[config.mk]
export PLATFORM = sky130hd
export DESIGN_NAME = seg_scan_decoder
export DESIGN_NICKNAME = d
export VERILOG_FILES = /design/src/rtl/seg_scan_decoder.sv
export SDC_FILE = /design/constraint.sdc
export NUM_CORES = 1
export LEC_CHECK = 0
export ABC_AREA = 1
export CAP_MARGIN = 20
export CORE_UTILIZATION = 56
export CTS_CLUSTER_DIAMETER = 30
export DETAILED_ROUTE_END_ITERATION = 7
export GPL_TIMING_DRIVEN = 0
export MAX_ROUTING_LAYER = met4
export PLACE_DENSITY = 0.82
export REMOVE_ABC_BUFFERS = 1
export SETUP_SLACK_MARGIN = 0.5
export SLEW_MARGIN = 30
export SYNTH_ARGS = -nofsm -noshare
export SYNTH_HDL_FRONTEND = slang
export SYNTH_SLANG_ARGS = --single-unit
[constraint.sdc]
create_clock -name clock -period 6.1 [get_ports clock]
set_clock_uncertainty 0.15 [all_clocks]
set_input_delay 1.22 -clock clock [delete_from_list [all_inputs] [get_ports clock]]
set_output_delay 1.22 -clock clock [all_outputs]
set_load 0.1 [all_outputs]
[src/rtl/seg_scan_decoder.sv]
// Receive-side decoder for a multiplexed 7-segment bus: debounces each common, decodes digits, rebuilds the tens/ones value.
// Optional macro SEG_HEX_EN: additionally accept hex glyphs A,b,C,d,E,F as values 10..15.
module seg_scan_decoder #(
  parameter int NUM_DIGITS    = 8,
  parameter int STABLE_CYCLES = 4
) (
  input  logic                    clock,
  input  logic                    reset_n,
  input  logic [6:0]              seg_in,
  input  logic [NUM_DIGITS-1:0]   com_in,
  output logic [4*NUM_DIGITS-1:0] digit_out,
  output logic [NUM_DIGITS-1:0]   digit_valid,
  output logic [NUM_DIGITS-1:0]   digit_err,
  output logic [6:0]              bin_value,
  output logic                    bin_valid,
  output logic                    update
);

  localparam int ST = (STABLE_CYCLES < 2) ? 2 : STABLE_CYCLES;
  localparam int CW = $clog2(ST + 1);
  localparam int IW = (NUM_DIGITS > 2) ? $clog2(NUM_DIGITS) : 1;
  localparam logic [CW-1:0] CNT_MAX = CW'(ST);

  typedef enum logic [1:0] {IDLE, TRACK, HELD} state_e;

  logic [6:0]            seg_s1_q, seg_s2_q;
  logic [NUM_DIGITS-1:0] com_s1_q, com_s2_q;

  state_e                         state_q;
  logic [IW-1:0]                  ref_idx_q;
  logic [6:0]                     ref_seg_q;
  logic [CW-1:0]                  cnt_q;
  logic [NUM_DIGITS-1:0][3:0]     digit_q;
  logic [NUM_DIGITS-1:0]          valid_q, err_q;
  logic                           update_q, cap01_q;
  logic [6:0]                     bin_value_q;
  logic                           bin_valid_q;

  always_ff @(posedge clock or negedge reset_n) begin
    if (!reset_n) begin
      seg_s1_q <= '0;
      seg_s2_q <= '0;
      com_s1_q <= '0;
      com_s2_q <= '0;
    end else begin
      seg_s1_q <= seg_in;
      seg_s2_q <= seg_s1_q;
      com_s1_q <= com_in;
      com_s2_q <= com_s1_q;
    end
  end

  // A sample is legal only when exactly one common is pulled low.
  logic [3:0]    sel_num;
  logic [IW-1:0] sel_idx;
  logic          sel_legal, same_ref;

  always_comb begin
    sel_num = '0;
    sel_idx = '0;
    for (int i = 0; i < NUM_DIGITS; i++) begin
      if (!com_s2_q[i]) begin
        sel_num = sel_num + 1'b1;
        sel_idx = IW'(i);
      end
    end
    sel_legal = (sel_num == 4'd1);
    same_ref  = (sel_idx == ref_idx_q) && (seg_s2_q == ref_seg_q);
  end

  logic [3:0] dec_val;
  logic       dec_hit, dec_blank;

  always_comb begin
    dec_val   = '0;
    dec_hit   = 1'b1;
    dec_blank = 1'b0;
    case (ref_seg_q)
      7'b0111111: dec_val = 4'd0;
      7'b0000110: dec_val = 4'd1;
      7'b1011011: dec_val = 4'd2;
      7'b1001111: dec_val = 4'd3;
      7'b1100110: dec_val = 4'd4;
      7'b1101101: dec_val = 4'd5;
      7'b1111101: dec_val = 4'd6;
      7'b0000111: dec_val = 4'd7;
      7'b1111111: dec_val = 4'd8;
      7'b1101111: dec_val = 4'd9;
`ifdef SEG_HEX_EN
      7'b1110111: dec_val = 4'd10;
      7'b1111100: dec_val = 4'd11;
      7'b0111001: dec_val = 4'd12;
      7'b1011110: dec_val = 4'd13;
      7'b1111001: dec_val = 4'd14;
      7'b1110001: dec_val = 4'd15;
`endif
      7'b0000000: begin
        dec_hit   = 1'b0;
        dec_blank = 1'b1;
      end
      default:    dec_hit = 1'b0;
    endcase
  end

  logic       bin_ok;
  logic [6:0] bin_sum;

  always_comb begin
    bin_ok  = valid_q[0] & valid_q[1] & (digit_q[0] <= 4'd9) & (digit_q[1] <= 4'd9);
    bin_sum = {3'b000, digit_q[0]} * 7'd10 + {3'b000, digit_q[1]};
  end

  always_ff @(posedge clock or negedge reset_n) begin
    if (!reset_n) begin
      state_q     <= IDLE;
      ref_idx_q   <= '0;
      ref_seg_q   <= '0;
      cnt_q       <= '0;
      digit_q     <= '0;
      valid_q     <= '0;
      err_q       <= '0;
      update_q    <= 1'b0;
      cap01_q     <= 1'b0;
      bin_value_q <= '0;
      bin_valid_q <= 1'b0;
    end else begin
      update_q <= 1'b0;
      cap01_q  <= 1'b0;
      case (state_q)
        IDLE: begin
          if (sel_legal) begin
            ref_idx_q <= sel_idx;
            ref_seg_q <= seg_s2_q;
            cnt_q     <= CW'(1);
            state_q   <= TRACK;
          end
        end
        TRACK: begin
          if (!sel_legal) begin
            state_q <= IDLE;
          end else if (!same_ref) begin
            ref_idx_q <= sel_idx;
            ref_seg_q <= seg_s2_q;
            cnt_q     <= CW'(1);
          end else if (cnt_q >= CNT_MAX - 1'b1) begin
            // The sample that completes the run is also the capture cycle.
            cnt_q    <= CNT_MAX;
            state_q  <= HELD;
            update_q <= 1'b1;
            cap01_q  <= (ref_idx_q <= IW'(1));
            if (dec_hit) begin
              digit_q[ref_idx_q] <= dec_val;
              valid_q[ref_idx_q] <= 1'b1;
              err_q[ref_idx_q]   <= 1'b0;
            end else if (dec_blank) begin
              digit_q[ref_idx_q] <= 4'd0;
              valid_q[ref_idx_q] <= 1'b0;
              err_q[ref_idx_q]   <= 1'b0;
            end else begin
              valid_q[ref_idx_q] <= 1'b0;
              err_q[ref_idx_q]   <= 1'b1;
            end
          end else begin
            cnt_q <= cnt_q + 1'b1;
          end
        end
        HELD: begin
          if (!sel_legal) begin
            state_q <= IDLE;
          end else if (!same_ref) begin
            ref_idx_q <= sel_idx;
            ref_seg_q <= seg_s2_q;
            cnt_q     <= CW'(1);
            state_q   <= TRACK;
          end
        end
        default: state_q <= IDLE;
      endcase

      if (cap01_q) begin
        bin_valid_q <= bin_ok;
        if (bin_ok) bin_value_q <= bin_sum;
      end
    end
  end

  genvar gi;
  generate
    for (gi = 0; gi < NUM_DIGITS; gi++) begin : g_out
      assign digit_out[4*gi +: 4] = digit_q[gi];
    end
  endgenerate

  assign digit_valid = valid_q;
  assign digit_err   = err_q;
  assign bin_value   = bin_value_q;
  assign bin_valid   = bin_valid_q;
  assign update      = update_q;

endmodule

==> impl_metrics.tcl, run 1 <==
set metrics [dict create \
    status "complete, no violations" \
    drc 0 \
    cts_setup_buffers 0 \
    rr_worst_depth 27 \
    drv_cap 0 \
    hold_ws_ns 0.202 \
    worstMarginPinSlew_ns 0.997 \
    clk_path_buf_depth 2 \
    drt_iter0_drc 326 \
    synth_seq_area_share_pct 45.7 \
    grt_pass1_vias 4814 \
    synth_top_area_cell "dfrtp_1" \
    dr.pass1.iters 5 \
    r2r_start "com_s2_q[1]" \
    worstPathArrival_ns 5.34 \
    maxSlewViolCount 0 \
    fin_crit_ns 5.17 \
    io_pins 74 \
    multiInputGateArea_um2 2710 \
    r2r_setup_slack_ns 0.93 \
    yosys_warnings 0 \
    setup_viol 0 \
    drt.antenna.violating_nets 0 \
    grt_pass1_wl_mm 21.9 \
    clkPwrFrac_pct 25.2 \
    yosys-top-cells-area "dfrtp_1, nand2_1, nand3_1" \
    grt_use_total_pct 27.8 \
    muxShareOfSynthArea_pct 0 \
    die_area_um2 10500 \
    yosys.area_share.simple_pct 33.4 \
    period_share_pct 84.7 \
    swShare_pct 40.9 \
    comb_power_share_pct 33.3 \
    critPathRequiredTime_ns 6.27 \
    cp_max_fo 32 \
    setup_ws_ns 0.931 \
    ir_drop_uv 163 \
    max-slew-margin-rel_pct 33.3 \
    n_fill_cell 759 \
    ys_ff_latch 103 \
    vias 5107 \
    route.detailed.wl_per_inst_um 14.7 \
    grt-ovfl-total 0 \
    min-delay-start "com_s1_q[2]" \
    numCtsBuffers 9 \
    final_hold_viol_count 0 \
    synthAdderAreaFrac_pct 4.92 \
    hold_path_end "com_s2_q[2]" \
    synth-edff-count 0 \
    synthXorXnorAreaFrac_pct 2.02 \
    die_height_um 102 \
    htree_levels 3 \
    holdCritPathClass "flop to flop" \
    gp_congestion 0.985 \
    drive_gt1_share_pct 7.46 \
    floorplan.initialDensity_pct 57.7 \
    power.leakage_nw 3.17 \
    nNetsFinal 810 \
    placeableCoreArea_um2 9770 \
    clock-sinks 103 \
    rsz0062_at_grt "false" \
    ys.flop_type "dfrtp_1" \
    p_int_mw 1.13 \
    synth_cells 702 \
    clk_pin_slew_ns 0.09 \
    cts_tree "built" \
    detailed_place_hpwl_mm 9.58 \
    area.sequential_um2 2580 \
    synth_area_per_cell_um2 8.04 \
    area_growth_syn_to_layout_pct 18.7 \
    fmax_ghz 0.193 \
    critical_path_class "flop to flop" \
    synth_top_family_by_area "simple AND/OR/NAND/NOR gates" \
    clk_latency_ns 0.38 \
    ys_async_sr_fraction_pct 100 \
    dpl_worst_slack_ns 0.967 \
    synth-compound-area-share_pct 7.65 \
    synth_cell_types 41 \
    end_kind "flop" \
    synth.top_cell.area_share_pct 45.7 \
    portBuffers 73 \
    antenna_found_initial 0 \
    totalWireLength_mm 13.4 \
    power_switching_mw 0.782 \
    synthTopCellsByCount "nand2_1, nand3_1, dfrtp_1" \
    crit_path_start_kind "flop" \
    cts-root-buf "clkbuf_8" \
    grt_max_degree 63 \
    hold_depth 0 \
    synth.most_common_cell "nand2_1" \
    synth_area_um2 5640 \
    num_antenna_cells 0 \
    vias_per_cell 5.61 \
    num_rows 36 \
    critical_path.reg2reg.endpoint "digit_out[27]" \
    pwr-share-seq_pct 41.5 \
    p_per_area_nw_per_um2 286 \
    postCtsHoldBufs 0 \
    ctsResizeCount 0 \
    die_w_um 102 \
]
## power by group through the flow
| stage | combinational, mW | sequential [mW] | clock (mW) |
|---|---|---|---|
| CTS | 0.625 | 0.792 | 0.486 |
| finish | 0.637 | 0.794 | 0.482 |
| global placement | 0.584 | 0.803 | 0 |
| floorplan | 0.455 | 0.792 | 0 |
| detailed placement | 0.619 | 0.805 | 0 |
| global route | 0.707 | 0.803 | 0.513 |
## worst max-delay path by stage
stage / from / endpoint / depth (start not counted)
6_report: com_s2_q[1] / digit_out[27] / 27
5_1_grt: com_s2_q[1] / digit_out[27] / 27
4_1_cts: com_s2_q[1] / digit_out[4] / 27
3_5_place_dp: com_s2_q[1] / digit_out[4] / 27
3_3_place_gp: reset_n / com_s2_q[2] / 1
2_1_floorplan: com_s2_q[1] / digit_out[2] / 27
## worst max-delay path: stages (launching register included)
cell     delay, ns
dfrtp_1       0.36
inv_1         0.06
ha_1          0.33
inv_1         0.06
nand2_2       0.08
nand2_2       0.06
ha_1          0.27
nand2_1       0.09
nand2_1       0.09
ha_1          0.27
or2_2         0.28
nand2_1       0.12
inv_1         0.06
ha_1          0.30
nand2_1       0.10
nand2_1       0.08
ha_1          0.27
or2_2         0.27
nand2_1       0.09
inv_1         0.05
ha_1          0.26
a21oi_1       0.11
nand2_1       0.07
nand2_2       0.18
nand4_2       0.15
nor2_4        0.59
nand3_1       0.17
nand2_1       0.11
## cells in the final DEF (no fill, tap or decap), types with 3 or more instances in the layout
master	n
clkinv_1	6
a21oi_1	14
nand3_1	104
nor3_1	9
nor2_1	44
nand3_2	13
or2_2	3
ha_1	19
inv_1	60
nand2_1	198
clkbuf_8	10
o21ai_0	42
o22ai_1	7
nor2_4	4
o21ai_1	7
nand4_1	4
xnor2_1	4
xor2_1	9
nand2_2	9
dfrtp_1	103
inv_2	5
clkdlybuf4s50_1	72
## stage by stage
stage / instances / total power, mW / cell area (um^2) / TNS, ns / util, %
global placement: 893 / 1.39 / 6450 / -2.10 / 66.0
floorplan: 687 / 1.25 / 5550 / 0 / -
global route: 910 / 2.02 / 6700 / 0 / 68.5
detailed placement: 894 / 1.42 / 6470 / 0 / 66.2
CTS: 910 / 1.90 / 6700 / 0 / 68.5
finish: 910 / 1.91 / 6700 / 0 / 68.5
## logic make-up after synthesis
logic type	count (synthesis)
compound gates	79
xor+xnor	13
fa+ha+maj	21
buf+inv	86
flops	103
simple gates	400
## per-layer routing
| metal | GRT usage (%) | wire [um] | up-vias |
|---|---|---|---|
| li1 | - | - | 2456 |
| met1 | 33.4 | 5590 | 2459 |
| met2 | 46.3 | 6760 | 166 |
| met3 | 5.47 | 793 | 26 |
| met4 | 10.9 | 237 | 0 |
| met5 | - | 0 | - |
## cell type report
class	instances	share of cell area, %
clock buffers	12	2.17
clock inverters	4	1.16
flip-flops and latches	103	38.5
multi-input cells	513	40.5
inverters	71	3.98
repair buffers	74	11.2
well taps	133	2.49
(Power assumes the default switching activity.)
==> run 2, diff against run 1 <==
CORE_UTILIZATION = 50   (was 56)
PLACE_DENSITY = 0.77   (was 0.82)
clock period = 4.4 ns   (was 6.1 ns; I/O delays follow)
==> run 2 against run 1 <==
  * The run now ends with negative setup slack left
  * Clock power up 61%
  * Hold slack worse by 0.0042 ns
  * Cell count up 7.3%
  * Routed wire length up 40%
  * Maximum frequency up 12%
  * Sequential share of layout area down 5.9 points
  * Critical path depth up 3
  * Sequential power up 40%
  * Largest power group is now combinational cells
==> impl_metrics.tcl, run 2 (synthesized netlist as in run 1, its figures left out) <==
set metrics [dict create \
    cts-root-buf "clkbuf_16" \
    clk_latency_ns 0.35 \
    num_antenna_cells 0 \
    critical_path_class "flop to flop" \
    final_common_cell "nand2_1" \
    floorplan.initialDensity_pct 51.6 \
    holdCritPathClass "flop to flop" \
    drt.antenna.violating_nets 0 \
    num_rows 38 \
    stdcell_count 976 \
    cts_tree "built" \
    mostFrequentLayoutCells "nand2_1, dfrtp_1, nand3_1" \
    placeableCoreArea_um2 10900 \
    postCtsHoldBufs 0 \
    antenna_found_initial 0 \
    design_area_um2 7910 \
    status "finished with violations" \
    clk_pin_slew_ns 0.07 \
    max-slew-margin-rel_pct 5.43 \
    nNetsFinal 869 \
    p_per_area_nw_per_um2 406 \
    rsz0062_at_grt "true" \
    maxSlewViolCount 0 \
    slowest_delay_ns 0.40 \
    grt_pass1_wl_mm 26.9 \
    setup_viol 59 \
    setup_ws_ns -0.212 \
    die_area_um2 11700 \
    final_hold_viol_count 0 \
    vias 5979 \
    met1_length_mm 6.92 \
    wl_met3_mm 1.64 \
    fmax_ghz 0.217 \
    failed_checks "negative setup slack" \
    numCtsBuffers 9 \
    die_height_um 108 \
    end_kind "flop" \
    area_growth_syn_to_layout_pct 40.2 \
    detailed_place_hpwl_mm 9.67 \
    drc 0 \
    wl_met2_mm 9.03 \
    dr.pass1.iters 5 \
    grt_max_degree 61 \
    critPathRequiredTime_ns 4.49 \
    vias_per_cell 6.13 \
    htree_levels 3 \
    grt_pass1_vias 5638 \
    worstMarginPinSlew_ns 1.41 \
    grt-ovfl-total 0 \
    cp_common_cell "nand2_4" \
    dp_cells 901 \
    n_fill_cell 720 \
    hold_depth 0 \
    ir_drop_uv 297 \
    area.sequential_um2 2580 \
    clock-sinks 103 \
    die_w_um 108 \
    drive_gt1_share_pct 22.1 \
    crit_path_start_kind "flop" \
    period_share_pct 105 \
    gp_congestion 0.967 \
    cp_max_fo 5 \
    drt_iter0_drc 640 \
    clk_path_buf_depth 2 \
    slowest_stage "dfrtp_1" \
    placed_cell_area_um2 6480 \
    highest_layer "met4" \
    worstPathArrival_ns 4.70 \
    rr_worst_depth 30 \
    io_pins 74 \
    portBuffers 73 \
    drv_cap 0 \
    totalWireLength_mm 18.8 \
    fin_crit_ns 4.61 \
    grt_use_total_pct 30.7 \
    route.detailed.wl_per_inst_um 19.3 \
    power.leakage_nw 3.60 \
    multiInputGateArea_um2 3220 \
]
run 2: repair_timing:
action                                  CTS  global route
endpoints found under the setup margin   65            65
gates resized for setup                  71            68
pin swaps                                43            48
setup buffers                            40            13
gates cloned                              4             2
run 2: worst paths after layout:
path	start	end	slack, ns
setup / recovery	com_s2_q[0]	flop	-0.21
hold / removal	com_s1_q[6]	com_s2_q[6]	0.20
setup reg to reg	com_s2_q[0]	flop	-0.21
hold reg to reg	com_s1_q[6]	com_s2_q[6]	0.20
max in group asynchronous	reset_n	seg_s1_q[4]	3.11
min in group asynchronous	reset_n	bin_value[5]	0.34
run 2: critical path: cells and delay by family (launching register included):
family	cells	cell delay [ns]
compound gates	1	0.12
fa+ha+maj	6	1.30
buf+inv	6	0.53
flops	1	0.40
simple gates	17	1.98
run 2: power breakdown:
part / total (mW) / switching [mW] / leakage (nW) / internal [mW]
Clock: 0.777 / 0.361 / 0.139 / 0.416
Sequential: 1.11 / 0.0957 / 1.34 / 1.01
Combinational: 1.33 / 0.929 / 2.12 / 0.398
run 2: routing by layer:
layer / global-route usage, % / up-vias
met5: - / -
met4: 16.6 / 0
met3: 5.12 / 140
met2: 48.5 / 423
met1: 37.5 / 2849
li1: - / 2567
run 2: through the flow:
stage | hold slack, ns | util [%] | setup WS (ns) | setup TNS, ns | power [mW]
final | 0.198 | 72.3 | -0.212 | -5.38 | 3.21
after global routing | 0.207 | 72.3 | -0.286 | -13.41 | 3.36
after CTS | 0.199 | 68.9 | 0.0606 | 0 | 2.94
after detailed placement | 0.185 | 59.3 | -0.728 | -32.40 | 1.97
after global placement | 0.182 | 59.0 | -1.43 | -169.63 | 1.92
after floorplan | 0.181 | - | -0.0959 | -3.07 | 1.73
run 2: final cells by class:
cell class,instances,share of cell area [%]
Clock buffer,12,3.24
Clock inverter,4,0.380
Inverter,71,3.67
Multi-Input combinational cell,517,40.7
Sequential cell,103,32.6
Tap cell,140,2.21
Timing Repair Buffer,129,17.2
